**src/rtl/pg_ctrl.sv**
```systemverilog
// pg_ctrl: power-gating sequencer for the core's gated domain.
// Orders clock-gate, isolation, domain reset and power-switch controls on
// power-down and wake-up. The power-switch acknowledge closes the loop, and
// an edge timeout forces progress if the acknowledge never arrives.
module pg_ctrl #(
  parameter int unsigned STEP_CYC = 4,   // edges held in each timed step, 1..255
  parameter int unsigned ACK_TO   = 255  // edges to wait for pwr_ack, 1..255
) (
  input  logic cpu_clk,
  input  logic cpu_rstn,
  input  logic pg_req,
  input  logic pg_wake,
  input  logic pwr_ack,
  output logic pwr_sw_en,
  output logic pg_clk_en,
  output logic pg_iso_en,
  output logic pg_resetn,
  output logic pg_off,
  output logic pg_busy,
  output logic pg_err
);

  typedef enum logic [3:0] {
    S_ON,
    S_CLK_OFF,
    S_ISO_ON,
    S_RST_ON,
    S_PWR_OFF,
    S_OFF,
    S_PWR_ON,
    S_CLK_ON,
    S_RST_REL,
    S_ISO_OFF
  } state_e;

  // The counter advances on the edge that samples this value, so a step
  // state is held exactly STEP_CYC edges and an ack wait times out on the
  // ACK_TO-th edge spent waiting.
  localparam logic [7:0] STEP_LAST = 8'(STEP_CYC - 1);
  localparam logic [7:0] ACK_LAST  = 8'(ACK_TO - 1);

  state_e     state_q, state_d;
  logic [7:0] cnt_q, cnt_d;
  logic       req_q;
  logic       wake_pend_q, wake_pend_d;
  logic       err_q, err_set;
  logic       pwr_sw_en_q, pg_clk_en_q, pg_iso_en_q, pg_resetn_q;
  logic       pg_off_q, pg_busy_q;

  logic start;
  logic step_done;
  logic ack_expired;
  logic state_change;

  // Control vector {pwr_sw_en, pg_clk_en, pg_iso_en, pg_resetn} per state.
  function automatic logic [3:0] ctrl_vec(input state_e s);
    logic [3:0] v;
    case (s)
      S_ON:      v = 4'b1101;
      S_CLK_OFF: v = 4'b1001;
      S_ISO_ON:  v = 4'b1011;
      S_RST_ON:  v = 4'b1010;
      S_PWR_OFF: v = 4'b0010;
      S_OFF:     v = 4'b0010;
      S_PWR_ON:  v = 4'b1010;
      S_CLK_ON:  v = 4'b1110;
      S_RST_REL: v = 4'b1111;
      S_ISO_OFF: v = 4'b1101;
      default:   v = 4'b1101;
    endcase
    return v;
  endfunction

  assign start       = pg_req & ~req_q;
  assign step_done   = (cnt_q == STEP_LAST);
  assign ack_expired = (cnt_q == ACK_LAST);

  // Next-state selection, timeout error detection and counter/pending updates.
  always_comb begin
    // NOTE: every signal gets a default first so no path leaves it unassigned
    // and no latch is inferred.
    state_d     = state_q;
    err_set     = 1'b0;
    cnt_d       = 8'd0;
    wake_pend_d = wake_pend_q;

    case (state_q)
      S_ON:      if (start)     state_d = S_CLK_OFF;
      S_CLK_OFF: if (step_done) state_d = S_ISO_ON;
      S_ISO_ON:  if (step_done) state_d = S_RST_ON;
      S_RST_ON:  if (step_done) state_d = S_PWR_OFF;
      S_PWR_OFF: begin
        if (!pwr_ack) begin
          state_d = S_OFF;
        end else if (ack_expired) begin
          state_d = S_OFF;
          err_set = 1'b1;
        end
      end
      S_OFF:     if (pg_wake || wake_pend_q) state_d = S_PWR_ON;
      S_PWR_ON: begin
        if (pwr_ack) begin
          state_d = S_CLK_ON;
        end else if (ack_expired) begin
          state_d = S_CLK_ON;
          err_set = 1'b1;
        end
      end
      S_CLK_ON:  if (step_done) state_d = S_RST_REL;
      S_RST_REL: if (step_done) state_d = S_ISO_OFF;
      S_ISO_OFF: if (step_done) state_d = S_ON;
      default:   state_d = S_ON;
    endcase

    state_change = (state_d != state_q);

    // One counter serves both the step timing and the ack timeout: the two
    // uses never overlap in the same state. It only runs in sequence states.
    if (!state_change && state_q != S_ON && state_q != S_OFF) begin
      cnt_d = cnt_q + 8'd1;
    end

    // A wake seen outside ON is remembered until the domain starts powering up.
    if (state_change && state_d == S_PWR_ON) begin
      wake_pend_d = 1'b0;
    end else if (pg_wake && state_q != S_ON) begin
      wake_pend_d = 1'b1;
    end
  end

  // State, counters and registered outputs; outputs follow the state being entered.
  always_ff @(posedge cpu_clk or negedge cpu_rstn) begin
    if (!cpu_rstn) begin
      state_q     <= S_ON;
      cnt_q       <= 8'd0;
      req_q       <= 1'b0;
      wake_pend_q <= 1'b0;
      err_q       <= 1'b0;
      pwr_sw_en_q <= 1'b1;
      pg_clk_en_q <= 1'b1;
      pg_iso_en_q <= 1'b0;
      pg_resetn_q <= 1'b1;
      pg_off_q    <= 1'b0;
      pg_busy_q   <= 1'b0;
    end else begin
      // NOTE: non-blocking assignments so every register samples the values
      // from before this edge, independent of statement order.
      state_q     <= state_d;
      cnt_q       <= cnt_d;
      req_q       <= pg_req;
      wake_pend_q <= wake_pend_d;
      err_q       <= err_q | err_set;
      {pwr_sw_en_q, pg_clk_en_q, pg_iso_en_q, pg_resetn_q} <= ctrl_vec(state_d);
      pg_off_q    <= (state_d == S_OFF);
      pg_busy_q   <= (state_d != S_ON) && (state_d != S_OFF);
    end
  end

  assign pwr_sw_en = pwr_sw_en_q;
  assign pg_clk_en = pg_clk_en_q;
  assign pg_iso_en = pg_iso_en_q;
  assign pg_resetn = pg_resetn_q;
  assign pg_off    = pg_off_q;
  assign pg_busy   = pg_busy_q;
  assign pg_err    = err_q;

endmodule
```
**config.mk**
```make
export PLATFORM = sky130hd
export DESIGN_NAME = pg_ctrl
export DESIGN_NICKNAME = d
export VERILOG_FILES = /design/src/rtl/pg_ctrl.sv
export SDC_FILE = /design/constraint.sdc
export NUM_CORES = 1
export LEC_CHECK = 0
export CAP_MARGIN = 20
export CORE_MARGIN = 3
export CORE_UTILIZATION = 59
export DETAILED_ROUTE_END_ITERATION = 10
export PLACE_DENSITY_LB_ADDON = 0.05
export SKIP_LAST_GASP = 1
export SYNTH_ARGS = -nofsm -noshare
export SYNTH_HDL_FRONTEND = slang
export SYNTH_SLANG_ARGS = --single-unit
```
**constraint.sdc**
```tcl
create_clock -name cpu_clk -period 3.97 [get_ports cpu_clk]
set_clock_uncertainty 0.15 [all_clocks]
set_input_delay 0.794 -clock cpu_clk [delete_from_list [all_inputs] [get_ports cpu_clk]]
set_output_delay 0.794 -clock cpu_clk [all_outputs]
set_load 0.01 [all_outputs]
```
==> results.txt <==
- Outcome: completed
- For the finished layout, the period the worst path requires is 2.296 ns.
* RSZ-0062 raised after global routing: false
- #FFs+latches synth: 21
- Pwr dens: 642.8 nW/um^2
- Wire length of the first global-routing pass: 3546 um
- For this run, the number of Yosys warnings is 0.
- For this design the top-level I/O count stands at 12.
- Logic gate share of total power: 45.3%
- Worst path slowest cell: sky130_fd_sc_hd__dfstp_2
* Via count of the routed design: 815
* Pre-CTS worst setup slack: 1.361 ns
* Clock power frac: 11.9%
- The worst-case IR drop observed on VDD is 0.4790 mV.
* Distinct cells, synth: 40
- Synthesis produced 110 cells.
- Registers take 529.3 sq um.
* Final critical-path share of the clock period: 57.85%
- For this design the total switching power over the nets is 0.0003258 W.
- For this run, the leading register cell type out of synthesis is sky130_fd_sc_hd__dfrtp_1.
- The worst setup path is captured at an output pin.
* Worst endpoint data arrival time: 1.35 ns
- The number of nets handed over by synthesis was 117.
* Initial DRT Pass Iterations: 5
- The detailed router finished its first iteration with 10 violations.
* Post-synthesis async set-or-reset flop share: 100.0%
* Maximum clock frequency: 435.5 MHz
* Worst-path maximum fanout: 1
- Measured along the x axis, the die boundary spans 50.96 um.
- Mean instance size in the synthesized netlist: 10.84 sq um
- The HPWL after detailed placement is 1548 um.
- Number of max-cap violations: 0
* Port Buffers: 11
- Clock Tree Root: sky130_fd_sc_hd__clkbuf_4
- Initial standard-cell utilization of the core: 65.50%
* Global-route usage over all layers: 18.22%
- Highest cell delay on the worst timing path: 0.53 ns
- Area of the die: 2596 sq um
- Number of clock sinks: 21
- Final core occ: 72.71%
* Fin nets: 128
* Area share of the largest cell type after synthesis: 37.78%
- Antenna fix cells: 0
- From bottom edge to top edge, the die measures 50.96 um.
- In this run the worst hold path is classified as reg2reg.
- Summing all multi-input logic gate instances after layout gives 615.6 sq um.
* Core area: 1821 sq um
* Area growth, synth to finish: 11.02%
* Antenna violations before repair: 0
- The layout has 147 filler cells.
- Cells with a size suffix above 1 make up 15.83% of the layout.
* CTS tree: built
* Placer's final routability congestion estimate: 0.8148
- Num CTS Buffers: 3
* Total setup buffers inserted after CTS: 0
- The number of global-route vias before repair was 811.
- The clock reaches the later pin of the worst-skew pair after 0.30 ns.
* Number of buffer and inverter instances along the worst setup path: 1
* EDFF count, synth: 0
* Cell area after synthesis: 1192 sq um
* Final hold vios: 0
- Sequential fraction of the synthesis area: 44.39%
- Least-Margin Pin Slew: 0.8781 ns
- At the worst endpoint, the required time is 3.03 ns.
- In this run the tightest slew margin relative to its limit is 41.28%.
- Cell internal power was estimated by the tool at 0.0005251 W.
* Count of pins over their slew limit: 0
- Library cell occupying the most area in the post-synthesis netlist: sky130_fd_sc_hd__dfrtp_1
- In the final routed layout, each cell accounts on average for 14.10 um.
* Maximum number of pins on one net before global-route repair: 22
- Sequential group share of total power: 42.8%
* Total detailed-routing wirelength: 2044 um
- Count of final setup violators: 0
- In the routed layout, each cell is associated on average with a via count of 5.621.
- Row generation in the floorplan step produced 15 rows.
- The worst setup path is launched from a register.
- In this run the remaining antenna-violating nets after routing total 0.
* CTS hold repair buffers: 0
- Family with the most delay on the worst path: flip-flops
- After routing, the total negative slack on setup checks comes to 0 ns.
* Quantity of gates resized following cts: 0
- Biggest area contributors in the synthesized netlist: sky130_fd_sc_hd__dfrtp_1 38%, sky130_fd_sc_hd__dfstp_2 6.6%, sky130_fd_sc_hd__and2_1 4.7%
- The setup path with the least slack is of type reg2out.
- Top post-synthesis cells by count: 18 x sky130_fd_sc_hd__dfrtp_1, 12 x sky130_fd_sc_hd__nor2_1, 9 x sky130_fd_sc_hd__and2_1
* Number of DRC violations after detailed routing: 0
- Static Leakage: 0.5516 nW
* Clock slew at reported path FFs: 0.11 ns
- Number of buffers on the longest clock path: 2
- CTS H-tree depth: 1
- Worst path setup slack after routing: 1.674 ns
- Worst path cell trace: clkdlybuf4s50_1
- Summed over all layers, the global routing overflow is 0.
- Most frequently used cell type in the post-synthesis netlist: sky130_fd_sc_hd__dfrtp_1
- In this run switching power makes up 38.29% of total power.
==> final timing paths <==
path                            from         to  slack (ns)  cells after the start
hold / removal                pg_err     pg_err        0.35                      1
min in group asynchronous   cpu_rstn   cnt_q[4]        0.83                      1
setup / recovery           pg_resetn  pg_resetn        1.67                      1
hold reg to reg               pg_err     pg_err        0.35                      1
setup reg to reg            cnt_q[1]  pg_clk_en        1.83                      6
max in group asynchronous   cpu_rstn   cnt_q[5]        2.30                      1
==> sequential cells by signal, summed over array words and instances (netlist names) <==
register / count
cnt_q: 8
pg_iso_en: 1
req_q: 1
state_q: 4
wake_pend_q: 1
pg_clk_en: 1
pg_err: 1
pg_off: 1
pg_resetn: 1
pwr_sw_en: 1
pg_busy: 1
==> placed cells by master (no fill, tap or decap), types with 2 or more instances in the layout <==
cell type / Yosys / final
sky130_fd_sc_hd__and4b_1: 2 / 2
sky130_fd_sc_hd__xor2_1: 6 / 6
sky130_fd_sc_hd__nor3_1: 4 / 4
sky130_fd_sc_hd__ha_1: 2 / 2
sky130_fd_sc_hd__nor2b_1: 2 / 2
sky130_fd_sc_hd__nand4_1: 2 / 2
sky130_fd_sc_hd__o21a_1: 2 / 2
sky130_fd_sc_hd__o21ai_0: 2 / 2
sky130_fd_sc_hd__nand2b_1: 3 / 3
sky130_fd_sc_hd__dfstp_2: 3 / 3
sky130_fd_sc_hd__nand3_1: 5 / 5
sky130_fd_sc_hd__and2_1: 9 / 9
sky130_fd_sc_hd__mux2i_1: 2 / 2
sky130_fd_sc_hd__clkdlybuf4s50_1: 0 / 11
sky130_fd_sc_hd__dfrtp_1: 18 / 18
sky130_fd_sc_hd__xnor2_1: 5 / 5
sky130_fd_sc_hd__a21oi_1: 3 / 3
sky130_fd_sc_hd__inv_1: 3 / 3
sky130_fd_sc_hd__clkbuf_4: 0 / 3
sky130_fd_sc_hd__nor2_1: 12 / 12
sky130_fd_sc_hd__a211oi_2: 2 / 2
==> cell families after synthesis <==
| group | after synthesis | share of synthesized area (%) |
|---|---|---|
| and+or+nand+nor | 49 | 25.71 |
| DFF | 21 | 44.39 |
| AOI/OAI and AO/OA | 16 | 12.91 |
| muxes | 3 | 2.833 |
| adders and majority gates | 2 | 2.098 |
| buffers and inverters | 8 | 3.987 |
| xor gates and xnor gates | 11 | 8.080 |
==> power groups by stage <==
stage	Sequential (W)	Clock (W)	Combinational, W
2_1_floorplan	0.000336	0	0.000322
3_3_place_gp	0.000365	0	0.000376
3_5_place_dp	0.000367	0	0.000388
4_1_cts	0.000363	0.000106	0.000389
5_1_grt	0.000378	0.000116	0.000423
6_report	0.000365	0.000101	0.000385
==> per-stage QoR <==
| stage | hold slack, ns | std cells | total power, W | instance area [sq um] |
|---|---|---|---|---|
| 3_5_place_dp | 0.3440 | 141 | 0.0007555 | 1297 |
| 4_1_cts | 0.3714 | 145 | 0.0008581 | 1324 |
| 6_report | 0.3519 | 145 | 0.0008509 | 1324 |
| 5_1_grt | 0.3902 | 145 | 0.0009167 | 1324 |
| 3_3_place_gp | 0.3095 | 141 | 0.0007407 | 1297 |
| 2_1_floorplan | 0.3446 | 110 | 0.0006584 | 1192 |
==> area by class of cell <==
type / count / share of cell area, %
clock buffer: 4 / 1.985
inverter: 3 / 0.8507
multi-input combinational: 81 / 46.50
sequential: 21 / 39.98
tap: 25 / 2.363
timing repair buffer: 11 / 8.318
==> layer usage <==
metal	track usage (%)	wire length [um]
met2	28.54	934
met1	24.95	996
met5	0	0
met4	6.726	31
met3	3.499	82
Note: power is estimated with default switching activity, not from simulation.
